==> config.mk <==
export PLATFORM = sky130hd
export DESIGN_NAME = memory_game_ctrl
export DESIGN_NICKNAME = d
export VERILOG_FILES = /design/src/rtl/game_pkg.sv /design/src/rtl/cursor_nav.sv /design/src/rtl/memory_game_ctrl.sv
export SDC_FILE = /design/constraint.sdc
export NUM_CORES = 1
export LEC_CHECK = 0
export ABC_CLOCK_PERIOD_IN_PS = 4900
export CORE_UTILIZATION = 64
export DETAILED_ROUTE_END_ITERATION = 12
export DONT_BUFFER_PORTS = 1
export PLACE_DENSITY = 0.8
export REMOVE_ABC_BUFFERS = 1
export SLEW_MARGIN = 20
export SYNTH_ARGS = -nofsm -noshare
export SYNTH_HDL_FRONTEND = slang
export SYNTH_SLANG_ARGS = --single-unit
==> constraint.sdc <==
create_clock -name clock -period 4.9 [get_ports clock]
set_clock_uncertainty 0.15 [all_clocks]
set_input_delay 0.98 -clock clock [delete_from_list [all_inputs] [get_ports clock]]
set_output_delay 0.98 -clock clock [all_outputs]
set_load 0.05 [all_outputs]
==> src/rtl/game_pkg.sv <==
// game_pkg: shared types and helpers for the memory game controller.
//   state_t       - controller FSM encoding (also exported on the state port)
//   KEY_*         - bit positions inside the one-hot-ish keys pulse vector
//   sat_inc16()   - 16-bit increment that sticks at all-ones
package game_pkg;

    typedef enum logic [2:0] {
        ST_IDLE    = 3'd0,
        ST_PICK1   = 3'd1,
        ST_PICK2   = 3'd2,
        ST_COMPARE = 3'd3,
        ST_SHOW    = 3'd4,
        ST_CLEAR   = 3'd5,
        ST_WIN     = 3'd6
    } state_t;

    localparam int KEY_RIGHT = 0;
    localparam int KEY_LEFT  = 1;
    localparam int KEY_DOWN  = 2;
    localparam int KEY_UP    = 3;

    function automatic logic [15:0] sat_inc16(input logic [15:0] v);
        return (v == 16'hFFFF) ? v : v + 16'd1;
    endfunction

endpackage

==> src/rtl/cursor_nav.sv <==
// cursor_nav: row/column cursor over a COLS x ROWS board.
//   clock, reset_n - system clock, async active-low reset
//   en             - allow key moves this cycle
//   clr            - return cursor to (0,0); wins over en
//   keys           - move pulses, priority up > down > left > right
//   idx            - linear index row*COLS+col
// Moves wrap within the current row (left/right) or column (up/down).
module cursor_nav
    import game_pkg::*;
#(
    parameter int COLS  = 6,
    parameter int ROWS  = 6,
    parameter int IDX_W = $clog2(COLS*ROWS)
)(
    input  logic             clock,
    input  logic             reset_n,
    input  logic             en,
    input  logic             clr,
    input  logic [3:0]       keys,
    output logic [IDX_W-1:0] idx
);

    localparam int CW = $clog2(COLS);
    localparam int RW = $clog2(ROWS);
    localparam logic [CW-1:0] COL_MAX = CW'(COLS-1);
    localparam logic [RW-1:0] ROW_MAX = RW'(ROWS-1);

    logic [CW-1:0] col;
    logic [RW-1:0] row;

    always_ff @(posedge clock or negedge reset_n) begin
        if (!reset_n) begin
            col <= '0;
            row <= '0;
        end else if (clr) begin
            col <= '0;
            row <= '0;
        end else if (en) begin
            if (keys[KEY_UP])
                row <= (row == '0) ? ROW_MAX : row - 1'b1;
            else if (keys[KEY_DOWN])
                row <= (row == ROW_MAX) ? '0 : row + 1'b1;
            else if (keys[KEY_LEFT])
                col <= (col == '0) ? COL_MAX : col - 1'b1;
            else if (keys[KEY_RIGHT])
                col <= (col == COL_MAX) ? '0 : col + 1'b1;
        end
    end

    assign idx = IDX_W'(row) * IDX_W'(COLS) + IDX_W'(col);

endmodule

==> src/rtl/memory_game_ctrl.sv <==
// memory_game_ctrl: card-matching game controller.
//   clock, reset_n   - system clock, async active-low reset
//   start, select    - synchronised one-cycle pulses
//   keys             - move pulses [0] right [1] left [2] down [3] up
//   card_sym         - symbol of the card at card_addr (combinational source)
//   card_addr        - board lookup address (= cursor_idx)
//   cursor_idx       - cursor position row*COLS+col
//   sym1, sym2       - first/second picked symbols
//   revealed,matched - face-up and matched masks
//   pairs, moves     - pairs found this board, pair attempts (saturating)
//   level            - current level from 0
//   state            - FSM state (game_pkg encoding)
//   board_done, win  - board-clear pulse, win flag
//
// state   | meaning
// IDLE    | board reset, wait for start
// PICK1   | navigate, pick first card
// PICK2   | navigate, pick a different second card
// COMPARE | one cycle: compare sym1/sym2
// SHOW    | mismatch held face-up until timer reaches 0
// CLEAR   | one cycle: board finished, advance level or win
// WIN     | game won, wait for start
module memory_game_ctrl
    import game_pkg::*;
#(
    parameter int COLS        = 6,
    parameter int ROWS        = 6,
    parameter int SYM_W       = 5,
    parameter int SHOW_CYCLES = 50_000_000,
    parameter int MAX_LEVEL   = 3,
    localparam int N      = COLS*ROWS,
    localparam int IDX_W  = $clog2(N),
    localparam int PAIR_W = $clog2(N/2+1),
    localparam int LVL_W  = $clog2(MAX_LEVEL+1)
)(
    input  logic              clock,
    input  logic              reset_n,
    input  logic              start,
    input  logic [3:0]        keys,
    input  logic              select,
    input  logic [SYM_W-1:0]  card_sym,
    output logic [IDX_W-1:0]  card_addr,
    output logic [IDX_W-1:0]  cursor_idx,
    output logic [SYM_W-1:0]  sym1,
    output logic [SYM_W-1:0]  sym2,
    output logic [N-1:0]      revealed,
    output logic [N-1:0]      matched,
    output logic [PAIR_W-1:0] pairs,
    output logic [15:0]       moves,
    output logic [LVL_W-1:0]  level,
    output logic [2:0]        state,
    output logic              board_done,
    output logic              win
);

    localparam int TMR_W = $clog2(SHOW_CYCLES);

    state_t             state_q, state_d;
    logic [IDX_W-1:0]   cursor, first_idx, second_idx;
    logic [SYM_W-1:0]   sym1_q, sym2_q;
    logic [N-1:0]       revealed_q, matched_q;
    logic [PAIR_W-1:0]  pairs_q, pairs_nxt;
    logic [15:0]        moves_q;
    logic [LVL_W-1:0]   level_q;
    logic [TMR_W-1:0]   timer_q;
    logic               board_done_q, win_q;
    logic               nav_en, nav_clr;
    logic               sel1_ok, sel2_ok, sym_eq, timer_tc, last_level;

    cursor_nav #(
        .COLS  (COLS),
        .ROWS  (ROWS),
        .IDX_W (IDX_W)
    ) u_nav (
        .clock   (clock),
        .reset_n (reset_n),
        .en      (nav_en),
        .clr     (nav_clr),
        .keys    (keys),
        .idx     (cursor)
    );

    assign pairs_nxt  = pairs_q + 1'b1;
    assign sym_eq     = (sym1_q == sym2_q);
    assign timer_tc   = (timer_q == '0);
    assign last_level = (level_q == LVL_W'(MAX_LEVEL-1));
    // Matched cards can never be picked; the second pick must differ from the first.
    assign sel1_ok    = select && !matched_q[cursor];
    assign sel2_ok    = sel1_ok && (cursor != first_idx);

    always_comb begin
        state_d = state_q;
        nav_en  = 1'b0;
        nav_clr = 1'b0;
        case (state_q)
            ST_IDLE: begin
                nav_clr = 1'b1;
                if (start) state_d = ST_PICK1;
            end
            ST_PICK1: begin
                nav_en = 1'b1;
                if (sel1_ok) state_d = ST_PICK2;
            end
            ST_PICK2: begin
                nav_en = 1'b1;
                if (sel2_ok) state_d = ST_COMPARE;
            end
            ST_COMPARE: begin
                if (!sym_eq)
                    state_d = ST_SHOW;
                else if (pairs_nxt == PAIR_W'(N/2))
                    state_d = ST_CLEAR;
                else
                    state_d = ST_PICK1;
            end
            ST_SHOW: begin
                if (timer_tc) state_d = ST_PICK1;
            end
            ST_CLEAR: begin
                state_d = last_level ? ST_WIN : ST_IDLE;
            end
            ST_WIN: begin
                if (start) state_d = ST_IDLE;
            end
            default: state_d = ST_IDLE;
        endcase
    end

    always_ff @(posedge clock or negedge reset_n) begin
        if (!reset_n) state_q <= ST_IDLE;
        else          state_q <= state_d;
    end

    always_ff @(posedge clock or negedge reset_n) begin
        if (!reset_n) begin
            first_idx    <= '0;
            second_idx   <= '0;
            sym1_q       <= '0;
            sym2_q       <= '0;
            revealed_q   <= '0;
            matched_q    <= '0;
            pairs_q      <= '0;
            moves_q      <= '0;
            level_q      <= '0;
            timer_q      <= '0;
            board_done_q <= 1'b0;
            win_q        <= 1'b0;
        end else begin
            // Flags track the state being entered so they line up with state.
            board_done_q <= (state_d == ST_CLEAR);
            win_q        <= (state_d == ST_WIN);
            case (state_q)
                ST_IDLE: begin
                    revealed_q <= '0;
                    matched_q  <= '0;
                    pairs_q    <= '0;
                    moves_q    <= '0;
                    sym1_q     <= '0;
                    sym2_q     <= '0;
                end
                ST_PICK1: begin
                    if (sel1_ok) begin
                        first_idx          <= cursor;
                        sym1_q             <= card_sym;
                        revealed_q[cursor] <= 1'b1;
                    end
                end
                ST_PICK2: begin
                    if (sel2_ok) begin
                        second_idx         <= cursor;
                        sym2_q             <= card_sym;
                        revealed_q[cursor] <= 1'b1;
                        moves_q            <= sat_inc16(moves_q);
                    end
                end
                ST_COMPARE: begin
                    if (sym_eq) begin
                        matched_q[first_idx]  <= 1'b1;
                        matched_q[second_idx] <= 1'b1;
                        pairs_q               <= pairs_nxt;
                    end else begin
                        timer_q <= TMR_W'(SHOW_CYCLES-1);
                    end
                end
                ST_SHOW: begin
                    if (timer_tc) begin
                        revealed_q[first_idx]  <= 1'b0;
                        revealed_q[second_idx] <= 1'b0;
                    end else begin
                        timer_q <= timer_q - 1'b1;
                    end
                end
                ST_CLEAR: begin
                    if (!last_level) level_q <= level_q + 1'b1;
                end
                ST_WIN: begin
                    if (start) level_q <= '0;
                end
                default: ;
            endcase
        end
    end

    assign card_addr  = cursor;
    assign cursor_idx = cursor;
    assign sym1       = sym1_q;
    assign sym2       = sym2_q;
    assign revealed   = revealed_q;
    assign matched    = matched_q;
    assign pairs      = pairs_q;
    assign moves      = moves_q;
    assign level      = level_q;
    assign state      = state_q;
    assign board_done = board_done_q;
    assign win        = win_q;

endmodule

==> results.md, run 1 <==
* Worst Path Arrival at 4610 ps
* GRT Resource Usage Total at 36.1%
* DIE HEIGHT at 116 µm
* Slew HR at 31.0%
* Unrepaired setup endpoints after global routing: false
* R2R setup slack at 470 ps
* Core area at 12,600 µm²
* Clk slew on worst S/H paths at 60 ps
* CP Data Required Time at 5070 ps
* Crit path buf inv count at 3
* Gate Count Post-Synth at 900
* Final Hold Viols at 0
* Minimum clock period after layout at 4430 ps
* Crit path top cell by count: inv_1
* # setup viols final at 0
* Bufs on Longest Clock Path at 2
* # hold bufs at CTS at 0
* FF-to-FF Start: u_nav.row[1]
* CP max FO at 22
* Post-route insts no fill at 1,054
* Synth top area share at 46.4%
* Main area contributors after synthesis: dfrtp_1, a21oi_1, o21ai_0
* Final Routed Wirelength at 23,200 µm
* Gr ovfl total at 0
* Reg2reg end: revealed[26]
* Placed insts at 1,023
* Area Overhead vs Synth at 7.75%
* CTS tree: done
* Largest net degree at the start of global routing at 155
* Ratio of final minimum period to clock period at 90.5%
* Post-synthesis cell area at 8310 µm²
* CTS Sinks at 154
* Clock insertion delay at the later pin of the skew report at 430 ps
* DR vias/cell at 6.98
* H-Tree Level Count at 4
* Max_cap viols at 0
* Die W at 116 µm
* Dpl hpwl at 15,600 µm
* Port buffer count at 0
* CP top delay family: simple AND/OR/NAND/NOR gates
* Setup bufs post-CTS at 0
* Post-route antenna net violation count at 0
* Placer Congestion at 0.968
* Nets@finish at 900
* Final worst setup slack at 468 ps
* FF+latch count, synth at 154
* Hold crit path type: in -> async
* Synth area leader: dfrtp_1
* Initial core utilization at 65.8%
* Top-count cell post-synth: dfrtp_1
* Number of synthesized flops with an enable pin at 0
* Commonest cells in the netlist: dfrtp_1, a21oi_1, o21ai_0
* Post-synthesis cell type count at 63
* Maximum vdd drop at 429 µV
* Die area at 13,400 µm²
* Startpoint Class: register
* Worst-path cell chain: inv_1 -> ha_1 -> inv_1 -> fa_1 -> xnor2_2 -> buf_4 -> mux4_1 -> mux2_2 -> nor2_2 -> o211ai_2 -> nor3_2 -> nand4_1 -> o21ai_0
* CP Class: reg -> reg
* Fmax at 226 MHz
* Status: complete, no violations
* Sequential share of the synthesized area at 46.4%
* Fraction of registers with async set/reset at 100%
* Share of cells above drive strength 1 at 9.98%
* Hold slack at 102 ps
* Vias in the first global route at 7,029
* DRT iter0 DRCs at 1,024
* DRC errors left at 0
* CP Capture Type: register
* DR vias at 7,355
* CTS Buf Count at 17
* Multi-input logic area at 4090 µm²
* Synth warn at 0
* Worst slew pin tran at 1030 ps
* Initial antenna violation count at 0
* First-pass DRT Iterations at 6
* Reg2reg path depth at 13
* ANT cells at 0
* Pre-CTS setup slack at 536 ps
* Leak at 0.00387 µW
* I/O pins at 135
* First-pass GRT wire length at 36,800 µm
* Layout fillers at 951
* WL/cell at 22.0 µm
* Cell area power density at 722 nW/µm²
* Final max-slew violation count at 0
* Post-Syn Area per Cell at 9.23 µm²
* Register area at 3850 µm²
* Ys flop type: dfrtp_1
* Row count at 41
* Root Buffer Master: clkbuf_16
* Crit path max-delay cell type: nand4_1
* Slowest stage delay, CP at 530 ps
* Cts repair resizes at 0
placed cells by master, fill, tap and decap left out, types with 3 or more instances in the layout:
cell type and n:
nor4_1 10, clkbuf_16 17, ha_1 15, a211oi_1 3, xnor2_1 14, nor2b_1 3
o211ai_1 7, mux2_2 17, o31ai_1 9, or3b_2 5, nand3_1 37, nor2_1 74
inv_1 26, nand4_1 15, o22ai_1 37, and3_1 5, mux4_2 3, or3_1 17
or4_1 8, nand2b_1 13, clkinv_2 5, a21oi_1 99, or2_2 5, nand3b_1 9
clkinv_4 3, nor3_1 14, buf_4 13, o21ai_0 94, xor2_1 15, mux2i_1 15
o22a_1 9, dfrtp_1 153, nand2_1 61
metal layers:
layer	GRT usage (%)	wire length [µm]	vias up
met5	0	0	-
met4	15.6	674	0
met3	11.3	2580	83
met2	57.8	11300	483
met1	45.2	8570	3566
li1	-	-	3223
worst max-delay path by stage:
| stage | cells past startpoint | to | startpoint |
|---|---|---|---|
| after floorplan | 12 | second_idx[5] | u_nav.row[1] |
| after global placement | 13 | first_idx[0] | u_nav.row[1] |
| after detailed placement | 13 | first_idx[5] | u_nav.row[1] |
| after CTS | 13 | first_idx[5] | u_nav.row[1] |
| after global routing | 13 | revealed[8] | u_nav.row[1] |
| final | 13 | revealed[26] | u_nav.row[1] |
state kept, by name, summed over array words and instances (netlist names), 5 cells and up:
| signal | flops |
|---|---|
| matched | 36 |
| revealed | 36 |
| timer_q | 26 |
| moves | 16 |
| first_idx | 6 |
| second_idx | 6 |
| pairs | 5 |
| sym1 | 5 |
| sym2 | 5 |
stage by stage:
step	utilization, %	total power [µW]	setup TNS [ps]	area (µm²)
2_1_floorplan	-	4200	-106990	8020
3_3_place_gp	66.4	4990	0	8380
3_5_place_dp	66.4	5110	0	8380
4_1_cts	70.9	6410	0	8950
5_1_grt	70.9	6770	0	8950
6_report	70.9	6460	0	8950
logic make-up (layout without fill, tap and decap cells):
kind of cell | Yosys count | in the layout | share of synthesized area [%]
flip-flops | 154 | 154 | 46.4
adder cells (fa/ha/maj) | 19 | 19 | 2.98
multiplexers | 38 | 38 | 5.51
XOR/XNOR | 32 | 32 | 3.64
buffers and inverters | 89 | 71 | 4.65
AND/OR/NAND/NOR | 288 | 288 | 17.6
AO/OA/AOI/OAI | 280 | 280 | 19.2
worst register-to-register path, delay by kind of cell, from the launching register on:
kind	cells	cell delay (ps)
simple gates	3	1070
buf+inv	3	550
mux	2	640
flops	1	450
fa+ha+maj	2	810
compound gates	2	510
xor+xnor	1	160
cell type report:
type	instances	share of cell area, %
tap	172	2.40
sequential	154	43.1
multi-input combinational	657	45.7
clock buffer	19	4.95
timing repair buffer	14	1.40
inverter	26	1.09
clock inverter	12	1.41
power breakdown:
group	internal [µW]	total (µW)	switching, µW
clock	757	1280	522
combinational	931	2920	1990
sequential	1500	2260	757
total	3190	6460	3270
Note: power is estimated with default switching activity, not from simulation.
==> run 2: changes to the inputs <==
- CELL_PAD_IN_SITES_DETAIL_PLACEMENT: not set -> 2
- CELL_PAD_IN_SITES_GLOBAL_PLACEMENT: not set -> 2
- CORE_UTILIZATION: 64 -> 39
- PLACE_DENSITY: 0.8 -> not set
- PLACE_DENSITY_LB_ADDON: not set -> 0.1
==> run 2 against run 1 <==
  * Sequential cell count unchanged
  * Count of clock-buffer cells in the layout up 1
  * Final cell count grew 10%
  * Power rose by 4.4%
  * Global-route usage fell by 7.6 points
  * Fmax down 8.5%
  * Combinational power increased by 6.8%
  * Critical path type unchanged
  * Register-to-register slack worse by 410 ps
  * Via count down 2.1%
  * Worst setup slack got worse by 410 ps
==> results.md, run 2 (synthesis gave the netlist of run 1 again) <==
* Dpl hpwl at 20,500 µm (+32%)
* GR Util met2 at 47.0% (-11 points)
* Root Buffer Master: clkbuf_16
* WL/cell at 25.8 µm (+17%)
* Maximum vdd drop at 283 µV (-34%)
* Busiest metal layer after global routing: met2
* Bufs on Longest Clock Path at 2 (unchanged)
* Initial antenna violation count at 0 (unchanged)
* Unrepaired setup endpoints after global routing: true
* Core area at 21,000 µm² (+66%)
* CTS Sinks at 154 (unchanged)
* Ratio of final minimum period to clock period at 98.8% (+8.4 points)
* DIE HEIGHT at 148 µm (+28%)
* DRT iter0 DRCs at 392 (-62%)
* Area Overhead vs Synth at 9.82%
* Post-Place Cell Area at 8520 µm² (+1.7%)
* DR vias/cell at 6.20 (-11%)
* CP max FO at 17 (-23%)
* Hold slack at 88.7 ps (-13.4 ps)
* Met3 Use GR at 7.07% (-4.2 points)
* CTS Buf Count at 17 (unchanged)
* Leak at 0.00388 µW (+0.42%)
* ANT cells at 0 (unchanged)
* Placer Congestion at 0.817 (-16%)
* First-pass DRT Iterations at 4 (-2)
* Fmax at 206 MHz (-8.5%)
* # setup viols final at 0 (unchanged)
* Final instance area at 9130 µm² (+1.9%)
* Gr ovfl total at 0 (unchanged)
* CP Data Required Time at 5060 ps (about the same)
* Clk slew on worst S/H paths at 70 ps (about the same)
* Clock insertion delay at the later pin of the skew report at 430 ps (about the same)
* Layout fillers at 2,317 (+140%)
* Hold crit path type: in -> async
* Global Route met1 Usage at 36.3% (-8.9 points)
* Slew HR at 25.0% (-6.0 points)
* Cell area power density at 739 nW/µm² (+2.4%)
* Initial core utilization at 39.7% (-26 points)
* First-pass GRT wire length at 47,700 µm (+30%)
* Most frequent cells in the layout: dfrtp_1, a21oi_1, o21ai_0, nor2_1, nand2_1
* CP Class: reg -> reg
* Share of cells above drive strength 1 at 10.3% (+0.28 points)
* Worst Path Arrival at 5000 ps (+390 ps)
* H-Tree Level Count at 4 (unchanged)
* Final Hold Viols at 0 (unchanged)
* Port buffer count at 0 (unchanged)
* Final max-slew violation count at 0 (unchanged)
* Status: complete, no violations
* Sequential group share of total power at 33.3% (-1.7 points)
* DR vias at 7,202 (-2.1%)
* # hold bufs at CTS at 0 (unchanged)
* Max_cap viols at 0 (unchanged)
* Switch Pwr at 3520 µW (+7.7%)
* I/O pins at 135 (unchanged)
* Switching Share at 52.2% (+1.6 points)
* Minimum clock period after layout at 4840 ps (+411 ps)
* Largest net degree at the start of global routing at 155 (unchanged)
* Post-route antenna net violation count at 0 (unchanged)
* Int Power at 3220 µW (+0.95%)
* Commonest non-fill, non-tap cell in the layout: dfrtp_1
* Comb pwr share at 46.3% (+1.1 points)
* DRC errors left at 0 (unchanged)
* Final Routed Wirelength at 30,000 µm (+29%)
* Nets@finish at 905 (+0.56%)
* GRT Resource Usage Total at 28.5% (-7.6 points)
* Row count at 53 (+29%)
* CP Capture Type: register
* CTS tree: done
* Die area at 21,900 µm² (+63%)
* Die W at 148 µm (+28%)
* Startpoint Class: register
* Worst slew pin tran at 1120 ps (+89.3 ps)
* Final TNS setup at 0 ps (unchanged)
* Vias in the first global route at 8,077 (+15%)
* Power share of the clock group at 20.4% (+0.6 points)
## run 2: cell type report
class | instances | area, µm² | share of cell area [%]
multi-input combinational | 657 | 4090 | 44.8
clock inverter | 11 | 148 | 1.62
sequential | 154 | 3850 | 42.2
tap | 275 | 344 | 3.77
inverter | 26 | 97.6 | 1.07
timing repair buffer | 19 | 143 | 1.56
clock buffer | 20 | 447 | 4.90
## run 2: critical path: stages, from the launching register on
cell and delay (ps):
dfrtp_1 440, inv_1 120, ha_1 330, inv_1 70, fa_1 450, xnor2_2 440, buf_4 370, mux2_2 380
o22a_1 200, o2111ai_1 120, o211ai_2 130, nor3_2 520, nand3_2 520, mux2_1 470
## run 2: routing by layer
layer  up-vias  part of all wire (%)
li1       3210                     -
met1      3754                    44
met2       199                    48
met3        39                   5.9
met4         0                   2.1
met5         -                     0
## run 2: metrics by stage
step	power [µW]	utilization (%)	std cells	setup WS, ps
2_1_floorplan	4200	-	837	-1760
3_3_place_gp	5150	40.7	1130	393
3_5_place_dp	5330	40.7	1130	119
4_1_cts	6740	43.5	1161	112
5_1_grt	7060	43.5	1162	-134
6_report	6740	43.5	1162	56.9
## run 2: power by group through the flow
| stage | clock [µW] | sequential [µW] | combinational [µW] |
|---|---|---|---|
| after floorplan | 0 | 2160 | 2040 |
| after global placement | 0 | 2240 | 2920 |
| after detailed placement | 0 | 2260 | 3060 |
| after CTS | 1400 | 2240 | 3100 |
| after global routing | 1440 | 2280 | 3330 |
| final | 1370 | 2250 | 3120 |
## run 2: final timing paths
path                         startpoint            end  slack, ps  depth (start not counted)
max                        u_nav.row[1]  second_idx[5]         60                         13
min                             reset_n    revealed[6]         90                          0
max reg2reg                u_nav.row[1]  second_idx[5]         60                         13
min reg2reg                 timer_q[25]    timer_q[25]        400                          2
max in group asynchronous       reset_n    matched[19]       4290                          0
min in group clock          timer_q[25]    timer_q[25]        400                          2
## run 2: timing repair
item,in CTS,in global routing
buffers inserted,0,1
gates resized for setup,0,0
setup endpoints to repair,0,25
==> run 3: changes to the inputs <==
- GPL_TIMING_DRIVEN: not set -> 0
==> run 3 against run 2 <==
  * Worst setup slack gained 77 ps
  * Non-clock buffer count shrank 1
  * Final area grew 2.3%
  * Global-route usage is essentially flat
  * Critical endpoint is now first_idx[1]
  * Largest power group unchanged
==> results.md, run 3 (synthesis gave the netlist of run 1 again) <==
* CTS tree: done
* Hold slack at 79.9 ps (-8.81 ps)
* Startpoint Class: register
* Maximum vdd drop at 337 µV (+19%)
* I/O pins at 135 (unchanged)
* Final Routed Wirelength at 30,000 µm (+0.18%)
* Initial antenna violation count at 0 (unchanged)
* Worst slew pin tran at 1130 ps (+10.3 ps)
* Port buffer count at 0 (unchanged)
* Layout fillers at 2,268 (-2.1%)
* Status: complete, no violations
* Initial core utilization at 39.7% (unchanged)
* DRT iter0 DRCs at 355 (-9.4%)
* Clk slew on worst S/H paths at 60 ps (about the same)
* CP Class: reg -> reg
* DR vias/cell at 6.18 (-0.27%)
* CP max FO at 10 (-7)
* Crit path top cell by count: inv_1
* Cell area power density at 758 nW/µm² (+2.6%)
* WL/cell at 25.8 µm (about the same)
* GRT Resource Usage Total at 28.4% (-0.050 points)
* CTS Buf Count at 17 (unchanged)
* Crit path max-delay cell type: mux4_2
* Gr ovfl total at 0 (unchanged)
* Clock insertion delay at the later pin of the skew report at 440 ps (about the same)
* Final Hold Viols at 0 (unchanged)
* CP Data Required Time at 5070 ps (about the same)
* Core area at 21,000 µm² (unchanged)
* DIE HEIGHT at 148 µm (unchanged)
* Minimum clock period after layout at 4770 ps (-76.9 ps)
* Placer Congestion at 0.809 (-0.93%)
* Largest net degree at the start of global routing at 155 (unchanged)
* Row count at 53 (unchanged)
* Dpl hpwl at 20,200 µm (-1.6%)
* Final TNS setup at 0 ps (unchanged)
* Root Buffer Master: clkbuf_16
* Die area at 21,900 µm² (unchanged)
* Slew HR at 24.4% (-0.68 points)
* Leak at 0.00391 µW (+0.66%)
* Max_cap viols at 0 (unchanged)
* Share of cells above drive strength 1 at 12.0% (+1.7 points)
* Hold crit path type: in -> async
* H-Tree Level Count at 4 (unchanged)
* First-pass GRT wire length at 47,200 µm (-1.1%)
* DRC errors left at 0 (unchanged)
* Post-route antenna net violation count at 0 (unchanged)
* Total Power at 7080 µW (+4.9%)
* Worst-path cell chain: inv_1 -> ha_1 -> inv_1 -> fa_2 -> clkinvlp_4 -> mux4_2 -> o2bb2ai_2 -> nor3_2 -> or3_4 -> nor3_4 -> mux2_2
* Die W at 148 µm (unchanged)
* First-pass DRT Iterations at 6 (+2)
* Slowest stage delay, CP at 720 ps (+200 ps)
* Nets@finish at 905 (unchanged)
* CTS Sinks at 154 (unchanged)
* Most frequent cells in the layout: dfrtp_1, a21oi_1, o21ai_0, nor2_1, nand2_1
* Final max-slew violation count at 0 (unchanged)
* Fmax at 210 MHz (+1.6%)
* Ratio of final minimum period to clock period at 97.3% (-1.6 points)
* # setup viols final at 0 (unchanged)
* CP Capture Type: register
* Worst Path Arrival at 4930 ps (-70 ps)
* Vias in the first global route at 8,022 (-0.68%)
* Bufs on Longest Clock Path at 2 (unchanged)
* DR vias at 7,189 (-0.18%)
* Commonest non-fill, non-tap cell in the layout: dfrtp_1
* Area Overhead vs Synth at 12.3%
==> run 3: changes by cell type in the layout (fill, tap and decap cells not counted), sizes merged <==
cell      previous run  this run
buf                 19        18
bufinv               3         4
clkinv               4         3
clkinvlp             4         5
diode                0         1
inv                 26        25
or3                 18        19
==> run 3: critical path: cells and delay by family (launching register included) <==
kind	cells	cell delay [ps]
AO/OA/AOI/OAI	1	240
adder cells (fa/ha/maj)	2	940
buffers and inverters	3	730
flip-flops	1	420
multiplexers	2	1110
AND/OR/NAND/NOR	3	1050
==> run 3: timing repair <==
action	CTS	global route
setup endpoints to repair	71	32
setup buffers	9	1
cloned	0	1
gates resized for setup	5	9
hold buffers	0	0
hold endpoints to repair	0	0
pin swaps	4	2
==> run 3: final timing paths <==
kind                       cells after the start  slack (ps)           end    startpoint
max                                           11         130  first_idx[1]  u_nav.row[1]
min                                            0          80    matched[4]       reset_n
max reg2reg                                   11         130  first_idx[1]  u_nav.row[1]
min reg2reg                                    2         370   timer_q[21]   timer_q[21]
max in group asynchronous                      0        4100  first_idx[1]       reset_n
min in group clock                             2         370   timer_q[21]   timer_q[21]
==> run 3: final cells by class <==
cell class | count | area, µm² | area share, %
clock buffer | 20 | 447 | 4.79
sequential | 154 | 3860 | 41.4
inverter | 26 | 105 | 1.13
timing repair buffer | 18 | 224 | 2.40
multi-input combinational | 658 | 4180 | 44.8
tap | 275 | 344 | 3.69
clock inverter | 11 | 170 | 1.82
antenna | 1 | 2.50 | 0.0268
==> run 3: report_power, final <==
group | internal (µW) | switching, µW
logic | 1080 | 2330
clock network | 863 | 554
registers | 1510 | 743
==> run 3: layer usage <==
layer / part of all wire [%] / vias up / track usage [%]
li1: - / 3217 / -
met1: 43 / 3784 / 35.4
met2: 50 / 153 / 47.8
met3: 5.5 / 35 / 7.16
met4: 1.6 / 0 / 9.43
met5: 0 / - / 0
==> run 3: metrics by stage <==
stage	cells	worst slack, ps	util, %	instance area [µm²]
floorplan	837	-1760	-	8020
global placement	1112	-4020	39.9	8360
detailed placement	1120	-918	40.8	8560
CTS	1160	31.9	44.2	9270
global route	1162	-24.1	44.5	9330
finish	1163	134	44.5	9330
